File: config.mk
export PLATFORM = sky130hd
export DESIGN_NAME = store_buffer
export DESIGN_NICKNAME = d
export VERILOG_FILES = /design/src/rtl/store_buffer.sv
export SDC_FILE = /design/constraint.sdc
export NUM_CORES = 1
export LEC_CHECK = 0
export BUFFER_PORTS_ARGS = -buffer_cell sky130_fd_sc_hd__buf_2
export CAP_MARGIN = 10
export CORE_MARGIN = 10
export CORE_UTILIZATION = 59
export CTS_BUF_LIST = sky130_fd_sc_hd__clkbuf_2
export CTS_CLUSTER_DIAMETER = 150
export DETAILED_ROUTE_END_ITERATION = 12
export PLACE_DENSITY = 0.83
export SYNTH_ARGS = -nofsm -noshare
export SYNTH_HDL_FRONTEND = slang
export SYNTH_SLANG_ARGS = --single-unit
File: constraint.sdc
create_clock -name clk -period 5.8 [get_ports clk]
set_input_delay 0 -clock clk [delete_from_list [all_inputs] [get_ports clk]]
set_output_delay 0 -clock clk [all_outputs]
set_load 0.02 [all_outputs]
File: src/rtl/store_buffer.sv
// -----------------------------------------------------------------------------
// store_buffer
//   Posted-write buffer between the execute stage's data-memory port and the
//   data memory. Stores are accepted in one cycle into a circular FIFO and
//   retired to memory in the background. Loads own the memory port whenever
//   they need it; a load that hits a buffered store is either forwarded
//   (youngest match) or held off until the matching entries have drained.
//
//   Build option: define STORE_FWD_EN to build the store-to-load forwarding
//   mux. Without it, a load hitting a buffered store stalls.
//
// Parameters
//   DEPTH   entry count, power of two, >= 2
//   DATA_W  address and data width
//
// Ports
//   clk        core clock
//   rst        synchronous reset, active low
//   cpu_write  store request          cpu_read   load request
//   cpu_addr   load/store word addr   cpu_wdata  store data
//   cpu_rdata  load data to EXE       stall      core must hold request/PC
//   mem_write  memory write strobe    mem_read   memory read strobe
//   mem_addr   memory address         mem_wdata  memory write data
//   mem_rdata  memory read data       mem_ready  memory accepts/completes
//   empty      no buffered stores     count      buffered store count
// -----------------------------------------------------------------------------

// One buffer slot: holds {addr, data} and compares its address with the load.
module store_buffer_entry #(
  parameter int DATA_W = 32
) (
  input  logic              clk,
  input  logic              we,
  input  logic [DATA_W-1:0] wr_addr,
  input  logic [DATA_W-1:0] wr_data,
  input  logic [DATA_W-1:0] cmp_addr,
  output logic [DATA_W-1:0] addr,
  output logic [DATA_W-1:0] data,
  output logic              match
);
  logic [DATA_W-1:0] addr_q, addr_d;
  logic [DATA_W-1:0] data_q, data_d;

  always_comb begin
    addr_d = addr_q;
    data_d = data_q;
    if (we) begin
      addr_d = wr_addr;
      data_d = wr_data;
    end
  end

  // Payload needs no reset: validity comes from head/count in the parent.
  always_ff @(posedge clk) begin
    addr_q <= addr_d;
    data_q <= data_d;
  end

  assign addr  = addr_q;
  assign data  = data_q;
  assign match = (addr_q == cmp_addr);
endmodule

module store_buffer #(
  parameter int DEPTH  = 4,
  parameter int DATA_W = 32
) (
  input  logic                       clk,
  input  logic                       rst,
  input  logic                       cpu_write,
  input  logic                       cpu_read,
  input  logic [DATA_W-1:0]          cpu_addr,
  input  logic [DATA_W-1:0]          cpu_wdata,
  output logic [DATA_W-1:0]          cpu_rdata,
  output logic                       stall,
  output logic                       mem_write,
  output logic                       mem_read,
  output logic [DATA_W-1:0]          mem_addr,
  output logic [DATA_W-1:0]          mem_wdata,
  input  logic [DATA_W-1:0]          mem_rdata,
  input  logic                       mem_ready,
  output logic                       empty,
  output logic [$clog2(DEPTH+1)-1:0] count
);
  localparam int PW = $clog2(DEPTH);
  localparam int CW = $clog2(DEPTH+1);

  logic [PW-1:0] head_q, head_d;
  logic [PW-1:0] tail_q, tail_d;
  logic [CW-1:0] count_q, count_d;

  logic [DEPTH-1:0]             ent_we;
  logic [DEPTH-1:0]             ent_match;
  logic [DEPTH-1:0]             ent_vld;
  logic [DEPTH-1:0][DATA_W-1:0] ent_addr;
  logic [DEPTH-1:0][DATA_W-1:0] ent_data;

  logic full, load, hit, load_mem, push, pop;

  // Entries are valid iff they sit within count_q slots of the head, so
  // clearing count on reset invalidates everything at once.
  for (genvar i = 0; i < DEPTH; i++) begin : g_ent
    logic [PW-1:0] rel;
    assign rel        = PW'(i) - head_q;
    assign ent_vld[i] = (CW'(rel) < count_q);
    assign ent_we[i]  = push && (tail_q == PW'(i));

    store_buffer_entry #(.DATA_W(DATA_W)) u_ent (
      .clk      (clk),
      .we       (ent_we[i]),
      .wr_addr  (cpu_addr),
      .wr_data  (cpu_wdata),
      .cmp_addr (cpu_addr),
      .addr     (ent_addr[i]),
      .data     (ent_data[i]),
      .match    (ent_match[i])
    );
  end

  assign hit = |(ent_vld & ent_match);

`ifdef STORE_FWD_EN
  logic [DATA_W-1:0] fwd_data;
  logic [PW-1:0]     fwd_idx;

  // Walk oldest to youngest; the last match seen is the youngest store.
  always_comb begin
    fwd_data = '0;
    fwd_idx  = '0;
    for (int k = 0; k < DEPTH; k++) begin
      fwd_idx = head_q + PW'(k);
      if ((CW'(k) < count_q) && ent_match[fwd_idx]) fwd_data = ent_data[fwd_idx];
    end
  end
`endif

  always_comb begin
    full     = (count_q == CW'(DEPTH));
    // Simultaneous read+write is illegal: the store wins, the read is dropped.
    load     = cpu_read && !cpu_write;
    load_mem = load && !hit;
    push     = cpu_write && !full;

    mem_read  = load_mem;
    mem_write = !load_mem && (count_q != '0);
    mem_addr  = '0;
    mem_wdata = '0;
    if (load_mem) begin
      mem_addr = cpu_addr;
    end else if (mem_write) begin
      mem_addr  = ent_addr[head_q];
      mem_wdata = ent_data[head_q];
    end
    pop = mem_write && mem_ready;

    cpu_rdata = '0;
    stall     = 1'b0;
    if (cpu_write) begin
      // Full is judged on the registered count, even if a pop happens now.
      stall = full;
    end else if (load_mem) begin
      cpu_rdata = mem_rdata;
      stall     = !mem_ready;
    end else if (load) begin
`ifdef STORE_FWD_EN
      cpu_rdata = fwd_data;
`else
      // Hold the load until the matching stores have drained.
      stall     = 1'b1;
`endif
    end

    head_d  = pop  ? head_q + PW'(1) : head_q;
    tail_d  = push ? tail_q + PW'(1) : tail_q;
    count_d = count_q;
    case ({push, pop})
      2'b10:   count_d = count_q + CW'(1);
      2'b01:   count_d = count_q - CW'(1);
      default: count_d = count_q;
    endcase
  end

  always_ff @(posedge clk) begin
    if (!rst) begin
      head_q  <= '0;
      tail_q  <= '0;
      count_q <= '0;
    end else begin
      head_q  <= head_d;
      tail_q  <= tail_d;
      count_q <= count_d;
    end
  end

  assign count = count_q;
  assign empty = (count_q == '0);
endmodule
Word-level counts from Yosys, hierarchy flattened
Cells that the tools add are included.
{"block": "op_classes", "n_addsub": 8, "magnitude_cmp": 5, "eq_ne": 10, "muxes": 14, "bitwise_logic": 1, "n_reduce_logical": 19}
{"cell": "$mux 32", "n": 8}
{"cell": "$bmux 32 s2", "n": 2}
{"cell": "$eq 32x32->1", "n": 4}
{"cell": "$lt 2x3->1", "n": 4}
{"cell": "$logic_and 1x1->1", "n": 9}
{"cell": "$eq 2x2->1 const B", "n": 3}
{"cell": "$pmux 3 s2", "n": 1}
{"cell": "$logic_not 1->1", "n": 5}
{"cell": "$add 2x1->2 const B", "n": 2}
{"cell": "$and 4x4->4", "n": 1}
{"cell": "$eq 2x1->1 const B", "n": 2}
{"cell": "$reduce_or 4->1", "n": 1}
{"cell": "$sub 1x2->2 const A", "n": 2}
{"cell": "$sub 2x2->2 const A", "n": 2}
{"cell": "$add 3x1->3 const B", "n": 1}
{"cell": "$eq 3x3->1 const B", "n": 1}
{"cell": "$logic_not 3->1", "n": 1}
{"cell": "$lt 2x3->1 const B", "n": 1}
{"cell": "$mux 1", "n": 3}
{"cell": "$reduce_bool 3->1", "n": 1}
{"cell": "$sub 3x1->3 const B", "n": 1}
{"cell": "$logic_not 2->1", "n": 1}
{"cell": "$reduce_bool 2->1", "n": 1}
{"block": "totals", "regBits": 263, "inputBits": 101, "output_inout_bits": 103, "wordCells": 68}

Depth between registers and ports, before layout
Gate-level depths: netlist (run 1).
{"block": "logic_depth", "ltp_word": 11, "ltp_mapped": 20, "mapped_depth_nobuf": 15}

Modules after synthesis
Synthesis (run 1) repeated with hierarchy kept, for this count alone.
{"block": "unflattened", "cells_unflattened": 703, "hier_area_um2": 12044.1}
{"mod": "store_buffer_entry", "n_inst": 4, "cells_each": 107, "area_per_inst_um2": 2268.4, "seq_area_each_um2": 1921.8}
{"mod": "store_buffer", "n_inst": 1, "cells_each": 275, "area_per_inst_um2": 2970.3, "seq_area_each_um2": 140.1}

Worst setup path after synthesis (run 1)
OpenSTA, ideal clock, no wires.
{"block": "synth_path", "path_kind": "register to register", "startpoint": "register head_q[0]", "endpoint": "register count_q[2] (netlist: count[2])", "setup_ns": 0.076, "arrival_ns": 4.051, "required_ns": 5.724, "setup_slack_ns": 1.674, "stages_incl_launch_ff": 21, "path_buffers": 5, "synth_period_minus_slack_ns": 4.126, "cell_sequence": "dfxtp_1 -> buf_4 -> buf_2 -> buf_1 -> xnor2_1 -> inv_1 -> ha_1 -> a21oi_1 -> o211ai_1 -> nor4_2 -> nor4_2 -> and2_1 -> buf_6 -> buf_2 -> nor3_1 -> ha_1 -> inv_1 -> fa_1 -> xor2_1 -> or3_1 -> a21boi_0"}
{"block": "synth_via", "elab_chain_cells": 11, "word_cells_on_any_way": 19, "classes_between": "4 x add/sub; 4 x order compare; 2 x eq/ne; 1 x mux; 1 x bitwise; 7 x reduce/logical"}
{"element": "start, declared", "line": "88", "text": "logic [PW-1:0] head_q, head_d;"}
{"element": "start signal, assigned", "line": "185", "text": "head_q <= '0;"}
{"element": "start signal, assigned", "line": "189", "text": "head_q <= head_d;"}
{"element": "$sub 1x2->2 / $sub 2x2->2 (equally long branches)", "line": "104", "text": "assign rel = PW'(i) - head_q;"}
{"element": "$lt 2x3->1", "line": "105", "text": "assign ent_vld[i] = (CW'(rel) < count_q);"}
{"element": "$and 4x4->4 (*)", "line": "120", "text": "assign hit = |(ent_vld & ent_match);"}
{"element": "$reduce_or 4->1 (*)", "line": "120"}
{"element": "$logic_not 1->1 (*)", "line": "141", "text": "load_mem = load && !hit;"}
{"element": "$logic_and 1x1->1 (*)", "line": "141"}
{"element": "via mem_read", "line": "77", "text": "output logic mem_read,"}
{"element": "$logic_not 1->1 (*)", "line": "145", "text": "mem_write = !load_mem && (count_q != '0);"}
{"element": "$logic_and 1x1->1 (*)", "line": "145"}
{"element": "$logic_and 1x1->1 (*)", "line": "154", "text": "pop = mem_write && mem_ready;"}
{"element": "via pop", "line": "98", "text": "logic full, load, hit, load_mem, push, pop;"}
{"element": "$eq 2x1->1 / $eq 2x2->1 (equally long branches)", "line": "176", "text": "case ({push, pop})"}
{"element": "$pmux 3 s2 / $reduce_bool 2->1 (equally long branches)"}
{"element": "end signal, assigned", "line": "191", "text": "count_q <= count_d;"}
{"element": "end, declared", "line": "90", "text": "logic [CW-1:0] count_q, count_d;"}
Mark *: on every way through the listed nets, which the timed path passes. The rest lies on a longest branch.
A chain may end at the register's enable or synchronous reset.

Final worst setup path (run 1)
{"block": "layout_path", "startpoint": "register head_q[0]", "endpoint": "output port mem_addr[30]"}
{"block": "layout_via", "elab_chain_cells": 10, "word_cells_on_any_way": 18, "classes_between": "4 x add/sub; 4 x order compare; 4 x mux; 1 x bitwise; 5 x reduce/logical"}
{"element": "$sub 1x2->2 / $sub 2x2->2 (equally long branches)", "line": "104"}
{"element": "$lt 2x3->1", "line": "105"}
{"element": "$and 4x4->4", "line": "120"}
{"element": "$reduce_or 4->1", "line": "120"}
{"element": "$logic_not 1->1", "line": "141"}
{"element": "$logic_and 1x1->1", "line": "141"}
{"element": "$logic_not 1->1", "line": "145"}
{"element": "$logic_and 1x1->1", "line": "145"}
{"element": "$mux 32", "line": "150", "text": "end else if (mem_write) begin"}
{"element": "$mux 32 (*)", "line": "148", "text": "if (load_mem) begin"}
{"element": "end, declared", "line": "78", "text": "output logic [DATA_W-1:0] mem_addr,"}
Every way passes the cells marked *; elsewhere a longest branch is shown, timed or not. The select of a mux whose other input is x is not followed.

==> reports/results.tsv, run 1 <==
stage	metric	value	unit
synth	yosysWarnings	0	
power_and_ir_drop	switching_share	35.3	%
clock_tree	post_cts_buffers	0	
critical_path	path_class	flip-flop to primary output	
synth	syn_area	12800	sq um
timing	setup_tns	0	ps
critical_path	critical-path-top-delay-family	buffers and inverters	
final_layout	postLayoutCellArea	15500	sq um
final_layout	drive_above_1_share	39.2	%
synth	synth-compound-area-share	0.940	%
global_routing	grt-busiest-layer	met2	
synth	synth_top_family_by_area	multiplexers	
synth	netlist_instances	759	
synth	synthArstFlopShare	0	%
synth	synth_edf_count	256	
timing	drv_slew	0	
clock_tree	cts_sinks	263	
critical_path	r2r_end	head_q[0]$_SDFFE_PN0P_	
final_layout	fin_cells	1400	
critical_path	end_kind	primary output	
place	dp.cells	1178	
power_and_ir_drop	ir_worst_vdd	0.293	mV
timing	fin_crit	4850	ps
synth	avgSynthCellArea	16.8	sq um
routing	drc	0	
synth	synth_common_cells	edfxtp_1 (256), xor2_1 (97), mux4_2 (64)	
power_and_ir_drop	p_sw	2.00	mW
critical_path	startpoint	head_q[0]$_SDFFE_PN0P_	
timing	period_share	83.7	%
routing	viasPerCell	5.69	
critical_path	max_stage_delay	730	ps
critical_path	crit_end	mem_addr[30]	
critical_path	reg2regPathDepth	12	
final_layout	nets	1188	
global_routing	grt_pass1_vias	8565	
critical_path	rr_startpoint	head_q[0]$_SDFFE_PN0P_	
critical_path	crit_path_top_delay_cell	dfxtp_4	
critical_path	crit_required	5800	ps
critical_path	cp_num_cells	12	
synth	syn-num-nets	870	
critical_path	crit_arrival	4850	ps
final_layout	nFillCells	1342	
timing	rsz0062_at_grt	false	
clock_tree	cts_tree	done	
clock_tree	cts_buffers	66	
critical_path	crit_buf_inv	4	
synth	yosysTopAreaCell	edfxtp_1	
clock_tree	ctsResizeCount	0	
critical_path	cp_common_cell	buf_4	
final_layout	syn2layout_area_growth	21.1	%
place	dp_hpwl	19500	microns
final_layout	post-route-util	73.1	%
power_and_ir_drop	pwr-share-comb	35.7	%
clock_tree	path_clk_slew	100	ps
place	dpl-instance-area	13800	sq um
synth	yosys.area.top_type_share	60.2	%
routing	dr.pass1.iters	5	
critical_path	worstPathMaxFanout	40	
routing	vias	7959	
global_routing	use_met2	36.2	%
synth	synthXorXnorAreaFrac	9.05	%
outcome	status	finished, final reports clean	
global_routing	grt_max_degree	71	
timing	worst_slew_pin_slew	1080	ps
clock_tree	clock_latency	810	ps
power_and_ir_drop	total_power	5.66	mW
place	place_ws	1670	ps
clock_tree	cts_buffer_depth	3	
timing	fmax	206	MHz
routing	wl_per_cell	22.5	microns
timing	hold_viol	0	
floorplanning	fp.dieH	167	microns
critical_path	crit_chain	xnor2_1, inv_1, ha_1, a21oi_1, o211ai_1, nor4_2, nor4_4, buf_4, and2_4, buf_4, mux2_1, buf_2	
global_routing	met1_usage	26.8	%
worst_hold_path	min_path_type	input pin to flip-flop	
routing	ant_nets	0	
global_routing	groute.usage.overall	21.9	%
timing	setup_ws	945	ps
global_routing	grt_pass1_wl	48400	microns
synth	synth-adder-area-share	1.04	%
floorplanning	start_util	60.4	%
timing	skew	55.2	ps
global_routing	grt_overflow	0	
final_layout	multiInputGateArea	4520	sq um
synth	synthMuxAreaShare	15.2	%
place	io_buffers	203	
power_and_ir_drop	leakage	5.85	nW
power_and_ir_drop	p_seq_share	42.7	%
timing	max-slew-margin-rel	28.3	%
synth	synth_flop_cell	edfxtp_1	
clock_tree	htreeDepth	3	
synth	ys_types	39	
routing	routed_wl	31500	microns
synth	ys_seq_area_share	61.3	%
synth	synth_most_common_cell	edfxtp_1	
synth	synth_simple_gate_area_share	9.03	%
critical_path	start_kind	flip-flop	
floorplanning	die_area	27900	sq um
clock_tree	root_buffer	clkbuf_2	
power_and_ir_drop	clkPwrFrac	21.5	%
floorplanning	die_x	167	microns
power_and_ir_drop	powerDensity	366	nW/um^2
timing	setup_violations	0	
floorplanning	coreArea	21200	sq um
final_layout	regArea	7830	sq um
floorplanning	io_pins	204	
synth	synth-seq-cells	263	
synth	yosys-top-cells-area	edfxtp_1 (60%), mux4_2 (11%), xor2_1 (6.7%), mux2_4 (3.6%), xnor2_1 (2.4%)	
critical_path	r2r_setup_slack	1430	ps
routing	detail_route.iter0.violations	570	
floorplanning	fp-row-count	53	
global_routing	antenna_found_initial	1	
global_routing	met3_usage	6.53	%
job	max_cap_viol_count	0	
place	gp_congestion	0.830	
power_and_ir_drop	internal_power	3.66	mW
timing	whs	71.5	ps
[metal layers]
layer | wire length, microns | up-vias
li1 | - | 3579
met4 | 682 | 0
met5 | 0 | -
met2 | 15900 | 404
met1 | 11900 | 3914
met3 | 3020 | 62
[cells by family (layout without fill, tap and decap cells)]
logic type               count (synthesis)  after routing
AO/OA/AOI/OAI                           17             17
XOR/XNOR                               132            132
adder cells (fa/ha/maj)                 10             10
buffers and inverters                   79            444
flip-flops                             263            263
multiplexers                            98             98
other                                    0              1
AND/OR/NAND/NOR                        160            160
[registers in the layout, summed over array words and instances (netlist names)]
register	count
count	3
g_ent.u_ent.addr	128
g_ent.u_ent.data	128
head_q	2
tail_q	2
[placed cells by master, fill, tap and decap left out, drive strengths merged, types with 4 or more instances in the layout]
| cell | count |
|---|---|
| a21oi | 4 |
| and2 | 8 |
| and3 | 32 |
| buf | 213 |
| clkbuf | 93 |
| clkinv | 17 |
| dfxtp | 7 |
| dlygate4sd3 | 106 |
| edfxtp | 256 |
| ha | 9 |
| inv | 13 |
| mux2 | 32 |
| mux4 | 64 |
| nand2 | 5 |
| nand4 | 13 |
| nor2b | 34 |
| nor3b | 32 |
| nor4 | 29 |
| o211ai | 5 |
| xnor2 | 35 |
| xor2 | 97 |
[what timing repair did]
action,CTS,global route
hold buffers,106,0
endpoints found under the hold margin,263,0
setup endpoints to repair,0,0
[area by class of cell]
type                    count  area share [%]
flip-flops and latches    263            50.6
multi-input cells         417            29.2
repair buffers            319            13.9
clock buffers              93            3.01
well taps                 275            2.22
clock inverters            22           0.736
inverters                  10           0.243
diodes                      1          0.0162
[worst min-delay path by stage]
stage / from / end / slack, ps / cells after the start
finish: cpu_addr[27] / g_ent[0].u_ent.addr[27]$_DFFE_PP_ / 70 / 2
global route: cpu_addr[17] / g_ent[2].u_ent.addr[17]$_DFFE_PP_ / 40 / 2
CTS: cpu_addr[11] / g_ent[0].u_ent.addr[11]$_DFFE_PP_ / 2 / 2
detailed placement: cpu_wdata[21] / g_ent[0].u_ent.data[21]$_DFFE_PP_ / 220 / 1
global placement: cpu_wdata[10] / g_ent[2].u_ent.data[10]$_DFFE_PP_ / 210 / 1
floorplan: cpu_addr[0] / g_ent[0].u_ent.addr[0]$_DFFE_PP_ / 100 / 0
[worst reg2reg max path, cell delays in order (launching register included)]
cell and delay (ps):
dfxtp_4 730, xnor2_1 230, inv_1 70, ha_1 280, a21oi_1 60, o211ai_1 200
nor4_2 90, nor4_4 280, buf_4 320, and2_4 570, buf_4 640, o311ai_2 190
dlygate4sd3_1 600
[power by group through the flow]
stage / clock network (mW) / logic (mW) / registers (mW)
2_1_floorplan: 0 / 1.46 / 2.40
3_3_place_gp: 0 / 1.94 / 2.45
3_5_place_dp: 0 / 1.97 / 2.47
4_1_cts: 1.24 / 2.03 / 2.42
5_1_grt: 1.35 / 2.17 / 2.44
6_report: 1.22 / 2.02 / 2.42
(Power assumes the default switching activity.)
==> run 2, diff against run 1 <==
--- a/config.mk
+++ b/config.mk
@@ -5,14 +5,15 @@
 export SDC_FILE = /design/constraint.sdc
 export NUM_CORES = 1
 export LEC_CHECK = 0
+export ABC_AREA = 1
 export BUFFER_PORTS_ARGS = -buffer_cell sky130_fd_sc_hd__buf_2
 export CAP_MARGIN = 10
 export CORE_MARGIN = 10
-export CORE_UTILIZATION = 59
+export CORE_UTILIZATION = 53
 export CTS_BUF_LIST = sky130_fd_sc_hd__clkbuf_2
 export CTS_CLUSTER_DIAMETER = 150
 export DETAILED_ROUTE_END_ITERATION = 12
-export PLACE_DENSITY = 0.83
+export PLACE_DENSITY = 0.79
 export SYNTH_ARGS = -nofsm -noshare
 export SYNTH_HDL_FRONTEND = slang
 export SYNTH_SLANG_ARGS = --single-unit
==> constraint.sdc (replaced) <==
create_clock -name clk -period 4.3 [get_ports clk]
set_input_delay 0 -clock clk [delete_from_list [all_inputs] [get_ports clk]]
set_output_delay 0 -clock clk [all_outputs]
set_load 0.02 [all_outputs]
==> reports/results.tsv, run 2 <==
stage	metric	value	unit	change
clock_tree	cts_buffer_depth	3		unchanged
critical_path	crit_arrival	3900	ps	was 4850 ps
floorplanning	die_area	30300	sq um	was 27900 sq um
timing	period_share	90.8	%	
synth	ys_types	35		was 39
global_routing	grt_pass1_wl	54800	microns	was 48400 microns
global_routing	grt_overflow	0		unchanged
global_routing	antenna_found_initial	3		was 1
floorplanning	fp.dieH	174	microns	was 167 microns
routing	dr.pass1.iters	5		unchanged
timing	fmax	256	MHz	
timing	fin_crit	3900	ps	
critical_path	path_class	flip-flop to primary output		unchanged
critical_path	start_kind	flip-flop		unchanged
floorplanning	fp-row-count	56		was 53
critical_path	startpoint	head_q[1]$_SDFFE_PN0P_		was head_q[0]$_SDFFE_PN0P_
routing	routed_wl	35400	microns	was 31500 microns
routing	met3_length	3230	microns	was 3020 microns
critical_path	crit_end	mem_addr[1]		was mem_addr[30]
floorplanning	die_x	174	microns	was 167 microns
synth	netlist_instances	1167		was 759
clock_tree	clock_latency	850	ps	was 810 ps
synth	synth_edf_count	256		unchanged
clock_tree	cts_buffers	66		unchanged
critical_path	end_kind	primary output		unchanged
routing	viasPerCell	5.37		was 5.69
routing	wl_per_cell	18.7	microns	was 22.5 microns
synth	synthArstFlopShare	0	%	unchanged
routing	drc	0		unchanged
synth	synth_flop_cell	edfxtp_1		unchanged
place	dp_hpwl	21600	microns	was 19500 microns
outcome	status	finished, final reports clean		unchanged
power_and_ir_drop	leakage	6.60	nW	was 5.85 nW
synth	syn-num-nets	1278		was 870
synth	yosys.area.top_type_share	61.1	%	was 60.2%
timing	setup_tns	0	ps	unchanged
final_layout	final_cell_mix	nand2_1 (312), edfxtp_1 (256), buf_2 (203), inv_1 (126), dlygate4sd3_1 (119)		was edfxtp_1 (256), buf_2 (203), dlygate4sd3_1 (106), xor2_1 (97), clkbuf_2 (93)
critical_path	r2r_end	count[2]$_SDFFE_PN0P_		was head_q[0]$_SDFFE_PN0P_
floorplanning	start_util	53.8	%	was 60.4%
timing	rsz0062_at_grt	false		unchanged
worst_hold_path	min_path_type	input pin to flip-flop		unchanged
synth	yosys-top-cells-area	edfxtp_1 (61%), nand2_1 (9.3%), inv_1 (3.8%), a31oi_4 (3.4%), nor2_1 (3.3%)		was edfxtp_1 (60%), mux4_2 (11%), xor2_1 (6.7%), mux2_4 (3.6%), xnor2_1 (2.4%)
clock_tree	cts_sinks	263		unchanged
critical_path	crit_required	4300	ps	was 5800 ps
timing	skew	94.5	ps	was 55.2 ps
clock_tree	path_clk_slew	120	ps	was 100 ps
routing	routed.top_layer	met5		was met4
critical_path	r2r_setup_slack	650	ps	was 1430 ps
final_layout	nFillCells	1770		was 1342
routing	ant_nets	0		unchanged
clock_tree	cts_tree	done		unchanged
place	dp.cells	1658		was 1178
place	io_buffers	203		unchanged
synth	yosysTopAreaCell	edfxtp_1		unchanged
timing	drv_slew	0		unchanged
synth	ys_seq_area_share	62.2	%	was 61.3%
job	max_cap_viol_count	0		unchanged
critical_path	worstPathMaxFanout	42		was 40
critical_path	reg2regPathDepth	21		was 12
global_routing	grt_pass1_vias	10400		was 8565
worst_hold_path	hold_start	cpu_addr[17]		was cpu_addr[27]
global_routing	groute.usage.overall	22.6	%	was 21.9%
routing	wl_met1	13600	microns	was 11900 microns
timing	hold_viol	0		unchanged
routing	met2_length	17500	microns	was 15900 microns
final_layout	drive_above_1_share	23.5	%	was 39.2%
timing	max-slew-margin-rel	33.5	%	was 28.3%
synth	syn_area	12600	sq um	was 12800 sq um
final_layout	fin_cells	1890		was 1400
final_layout	syn2layout_area_growth	25.4	%	was 21.1%
routing	detail_route.iter0.violations	896		was 570
final_layout	mostFrequentLayoutCell	nand2_1		was edfxtp_1
clock_tree	root_buffer	clkbuf_2		unchanged
timing	worst_slew_pin_slew	996	ps	was 1080 ps
synth	synth-seq-cells	263		unchanged
synth	synth_common_cells	nand2_1 (312), edfxtp_1 (256), inv_1 (126)		was edfxtp_1 (256), xor2_1 (97), mux4_2 (64)
synth	synth_most_common_cell	nand2_1		was edfxtp_1
floorplanning	io_pins	204		unchanged
timing	setup_violations	0		unchanged
final_layout	nets	1637		was 1188
place	gp_congestion	0.837		was 0.830
power_and_ir_drop	ir_worst_vdd	0.373	mV	was 0.293 mV
routing	vias	10200		was 7959
clock_tree	htreeDepth	3		unchanged
global_routing	grt_max_degree	63		was 71
floorplanning	coreArea	23400	sq um	was 21200 sq um
power_and_ir_drop	powerDensity	449	nW/um^2	was 366 nW/um^2
critical_path	rr_startpoint	head_q[1]$_SDFFE_PN0P_		was head_q[0]$_SDFFE_PN0P_
synth	avgSynthCellArea	10.8	sq um	was 16.8 sq um
synth	yosysWarnings	0		unchanged
run 2: what timing repair did:
action | in CTS | in global routing
hold buffers | 119 | 0
resized for setup | 0 | 2
endpoints found under the setup margin | 0 | 8
setup buffers | 0 | 0
endpoints found under the hold margin | 266 | 0
run 2: per-stage QoR:
step                instance area [sq um]  utilization [%]  worst slack (ps)  hold slack [ps]  total power [mW]
floorplan                           12600                -               290             98.9              4.58
global placement                    14000             59.7              1000              212              5.22
detailed placement                  14000             59.7               839              219              5.26
CTS                                 15800             67.4               225             1.05              7.07
global route                        15800             67.4               143             23.4              7.44
finish                              15800             67.4               396             30.4              7.08
run 2: critical path, stage by stage (launching register included):
cell and delay, ps:
dfxtp_1 400, nand2_1 90, buf_4 230, clkinv_1 110, nor2_1 140, inv_1 90, ha_1 280, a21oi_1 60
or2_0 210, nand3_1 100, nor2_1 60, nor2_2 140, nand3_4 160, nand2_8 290, buf_12 320, o22ai_1 130
buf_2 200
run 2: kinds of logic (layout without fill, tap and decap cells):
| family | after synthesis | count (layout) | share of synthesized area (%) |
|---|---|---|---|
| other | 0 | 2 | 0 |
| and+or+nand+nor | 449 | 449 | 13.9 |
| DFF | 263 | 263 | 62.2 |
| buffers and inverters | 198 | 600 | 6.59 |
| AOI/OAI and AO/OA | 191 | 191 | 12.4 |
| xor gates and xnor gates | 56 | 56 | 3.90 |
| adders and majority gates | 10 | 10 | 1.05 |
run 2: metal layers:
| metal | GRT usage [%] | up-vias |
|---|---|---|
| li1 | - | 4761 |
| met1 | 26.5 | 4771 |
| met2 | 38.5 | 523 |
| met3 | 6.22 | 98 |
| met4 | 9.26 | 2 |
| met5 | 0 | - |
run 2: cell type report:
type | count | area [sq um] | share of cell area [%]
antenna | 2 | 5.00 | 0.0317
clock buffer | 88 | 440 | 2.79
clock inverter | 23 | 171 | 1.09
inverter | 155 | 582 | 3.69
multi-input combinational | 706 | 3990 | 25.3
sequential | 263 | 7830 | 49.6
tap | 319 | 399 | 2.53
timing repair buffer | 334 | 2360 | 15.0
run 2: power breakdown:
group          internal (mW)  switching [mW]  total, mW
Combinational          0.751            1.49       2.24
Clock                  0.733            1.01       1.75
Sequential              3.01          0.0847       3.10
run 2: worst min-delay path by stage:
stage | to | slack (ps) | cells after the start
floorplan | g_ent[0].u_ent.addr[0]$_DFFE_PP_ | 100 | 0
CTS | g_ent[2].u_ent.addr[17]$_DFFE_PP_ | 1 | 2
global placement | g_ent[1].u_ent.data[29]$_DFFE_PP_ | 210 | 1
detailed placement | g_ent[0].u_ent.data[22]$_DFFE_PP_ | 220 | 1
global route | g_ent[0].u_ent.addr[4]$_DFFE_PP_ | 20 | 2
finish | g_ent[2].u_ent.addr[17]$_DFFE_PP_ | 30 | 2
==> run 3, diff against run 2 <==
--- a/config.mk
+++ b/config.mk
@@ -7,13 +7,15 @@
 export LEC_CHECK = 0
 export ABC_AREA = 1
 export BUFFER_PORTS_ARGS = -buffer_cell sky130_fd_sc_hd__buf_2
-export CAP_MARGIN = 10
+export CAP_MARGIN = 20
 export CORE_MARGIN = 10
 export CORE_UTILIZATION = 53
 export CTS_BUF_LIST = sky130_fd_sc_hd__clkbuf_2
 export CTS_CLUSTER_DIAMETER = 150
 export DETAILED_ROUTE_END_ITERATION = 12
 export PLACE_DENSITY = 0.79
+export RECOVER_POWER = 25
+export SLEW_MARGIN = 15
 export SYNTH_ARGS = -nofsm -noshare
 export SYNTH_HDL_FRONTEND = slang
 export SYNTH_SLANG_ARGS = --single-unit
==> reports/results.tsv, run 3 (synthesis gave the netlist of run 2 again) <==
stage	metric	value	unit	change
outcome	status	finished, final reports clean		unchanged
timing	period_share	90.6	%	was 90.8%
job	max_cap_viol_count	0		unchanged
critical_path	cp_common_cell	nor2_1		unchanged
critical_path	critical-path-top-delay-family	simple AND/OR/NAND/NOR gates		unchanged
clock_tree	clock_latency	840	ps	was 850 ps
final_layout	fin_cells	1890		unchanged
clock_tree	htreeDepth	3		unchanged
timing	fmax	257	MHz	was 256 MHz
global_routing	grt_overflow	0		unchanged
floorplanning	coreArea	23400	sq um	unchanged
worst_hold_path	min_path_type	input pin to flip-flop		unchanged
power_and_ir_drop	internal_power	4.49	mW	was 4.50 mW
routing	drc	0		unchanged
power_and_ir_drop	clkPwrFrac	24.6	%	was 24.7%
routing	ant_nets	0		unchanged
routing	detail_route.iter0.violations	810		was 896
floorplanning	fp-row-count	56		unchanged
power_and_ir_drop	ir_worst_vdd	0.373	mV	about the same
routing	routed_wl	35300	microns	was 35400 microns
timing	worst_slew_pin_slew	1000	ps	was 996 ps
global_routing	grt_pass1_vias	10400		unchanged
timing	fin_crit	3900	ps	about the same
clock_tree	post_cts_buffers	0		unchanged
clock_tree	cts_buffer_depth	3		unchanged
timing	setup_violations	0		unchanged
power_and_ir_drop	p_sw	2.58	mW	was 2.59 mW
routing	vias	10100		was 10200
final_layout	drive_above_1_share	22.0	%	was 23.5%
place	dp.cells	1658		unchanged
clock_tree	cts_buffers	66		unchanged
timing	max-slew-margin-rel	33.0	%	was 33.5%
critical_path	end_kind	primary output		unchanged
critical_path	max_stage_delay	400	ps	about the same
power_and_ir_drop	p_seq_share	43.8	%	was 43.7%
global_routing	antenna_found_initial	3		unchanged
global_routing	groute.usage.overall	22.6	%	unchanged
place	dp_hpwl	21600	microns	unchanged
floorplanning	io_pins	204		unchanged
floorplanning	die_x	174	microns	unchanged
timing	skew	90.1	ps	was 94.5 ps
power_and_ir_drop	switching_share	36.5	%	about the same
floorplanning	fp.dieH	174	microns	unchanged
critical_path	crit_path_top_delay_cell	dfxtp_1		unchanged
timing	hold_viol	0		unchanged
clock_tree	cts_tree	done		unchanged
final_layout	final_cell_mix	nand2_1 (312), edfxtp_1 (256), buf_2 (180), inv_1 (126), dlygate4sd3_1 (119)		was nand2_1 (312), edfxtp_1 (256), buf_2 (203), inv_1 (126), dlygate4sd3_1 (119)
global_routing	grt_max_degree	63		unchanged
routing	dr.pass1.iters	7		was 5
timing	setup_tns	0	ps	unchanged
critical_path	start_kind	flip-flop		unchanged
routing	viasPerCell	5.37		about the same
floorplanning	start_util	53.8	%	unchanged
floorplanning	die_area	30300	sq um	unchanged
final_layout	nets	1637		unchanged
final_layout	syn2layout_area_growth	25.2	%	was 25.4%
power_and_ir_drop	powerDensity	449	nW/um^2	about the same
power_and_ir_drop	pwr-share-comb	31.6	%	about the same
clock_tree	path_clk_slew	120	ps	about the same
timing	rsz0062_at_grt	false		unchanged
final_layout	mostFrequentLayoutCell	nand2_1		unchanged
clock_tree	cts_sinks	263		unchanged
critical_path	crit_buf_inv	5		unchanged
critical_path	crit_required	4300	ps	about the same
critical_path	crit_arrival	3900	ps	about the same
place	io_buffers	203		unchanged
global_routing	grt_pass1_wl	54800	microns	unchanged
power_and_ir_drop	leakage	6.53	nW	was 6.60 nW
routing	wl_per_cell	18.7	microns	about the same
timing	drv_slew	0		unchanged
place	gp_congestion	0.837		unchanged
critical_path	crit_chain	nand2_1, buf_4, clkinv_1, nor2_1, inv_1, ha_1, a21oi_1, or2_0, nand3_1, nor2_1, nor2_2, nand3_4, nand2_8, buf_12, o22ai_1, buf_2		unchanged
critical_path	path_class	flip-flop to primary output		unchanged
clock_tree	root_buffer	clkbuf_2		unchanged
critical_path	worstPathMaxFanout	42		unchanged
-- run 3: cell types whose count changed in the layout (fill, tap and decap cells not counted) --
| cell | change |
|---|---|
| clkbuf_1 | +23 |
| buf_2 | -23 |
-- run 3: final timing paths --
path                                        startpoint                endpoint  slack [ps]  cells past startpoint
worst max-delay path            head_q[1]$_SDFFE_PN0P_             mem_addr[1]         400                     16
worst min-delay path                               rst  tail_q[1]$_SDFFE_PN0P_          70                      4
worst max register to register  head_q[1]$_SDFFE_PN0P_   count[2]$_SDFFE_PN0P_         660                     21
worst min register to register  tail_q[1]$_SDFFE_PN0P_  tail_q[1]$_SDFFE_PN0P_         540                      2
-- run 3: power by group through the flow --
stage	Combinational (mW)	Clock (mW)	Sequential [mW]
floorplan	1.42	0	3.16
global placement	2.08	0	3.14
detailed placement	2.11	0	3.15
CTS	2.21	1.76	3.09
global route	2.41	1.91	3.12
finish	2.24	1.74	3.10
-- run 3: worst reg2reg max path, stage by stage, from the launching register on --
cell,delay [ps]
dfxtp_1,400
nand2_1,90
buf_4,230
clkinv_1,110
nor2_1,140
inv_1,80
ha_1,280
a21oi_1,130
or2_0,140
nand3_1,90
nor2_1,150
nor2_2,70
nand3_4,140
nand3_1,130
inv_1,90
ha_1,130
inv_1,70
fa_1,390
a21oi_1,160
o21ai_0,130
o21ai_0,220
a21oi_1,70
-- run 3: metrics by stage --
stage / hold slack (ps) / worst slack [ps] / util (%) / total power [mW] / area, sq um
after floorplan: 98.9 / 290 / - / 4.58 / 12600
after global placement: 212 / 1000 / 59.7 / 5.22 / 14000
after detailed placement: 219 / 839 / 59.7 / 5.26 / 14000
after CTS: 1.05 / 225 / 67.4 / 7.07 / 15800
after global routing: 41.8 / 143 / 67.3 / 7.43 / 15800
final: 66.7 / 403 / 67.3 / 7.08 / 15800
-- run 3: per-layer routing --
metal  vias up  share of wire [%]  wire (microns)  global-route usage, %
met5         -              0.031              11                      0
met4         2                2.8             984                   9.26
met3        92                9.4            3330                   6.22
met2       524                 49           17500                   38.5
met1      4768                 38           13600                   26.5
li1       4760                  -               -                      -
-- run 3: what timing repair did --
action	4_1_cts	5_1_grt
hold buffers	119	0
setup endpoints to repair	0	8
hold endpoints to repair	266	0
gates resized for setup	0	2
-- run 3: layout make-up --
| type | count | area (sq um) |
|---|---|---|
| inverters | 155 | 582 |
| clock inverters | 23 | 171 |
| repair buffers | 334 | 2330 |
| well taps | 319 | 399 |
| diodes | 2 | 5.00 |
| clock buffers | 88 | 440 |
| multi-input cells | 706 | 3990 |
| fillers | 1779 | 7650 |
| flip-flops and latches | 263 | 7830 |
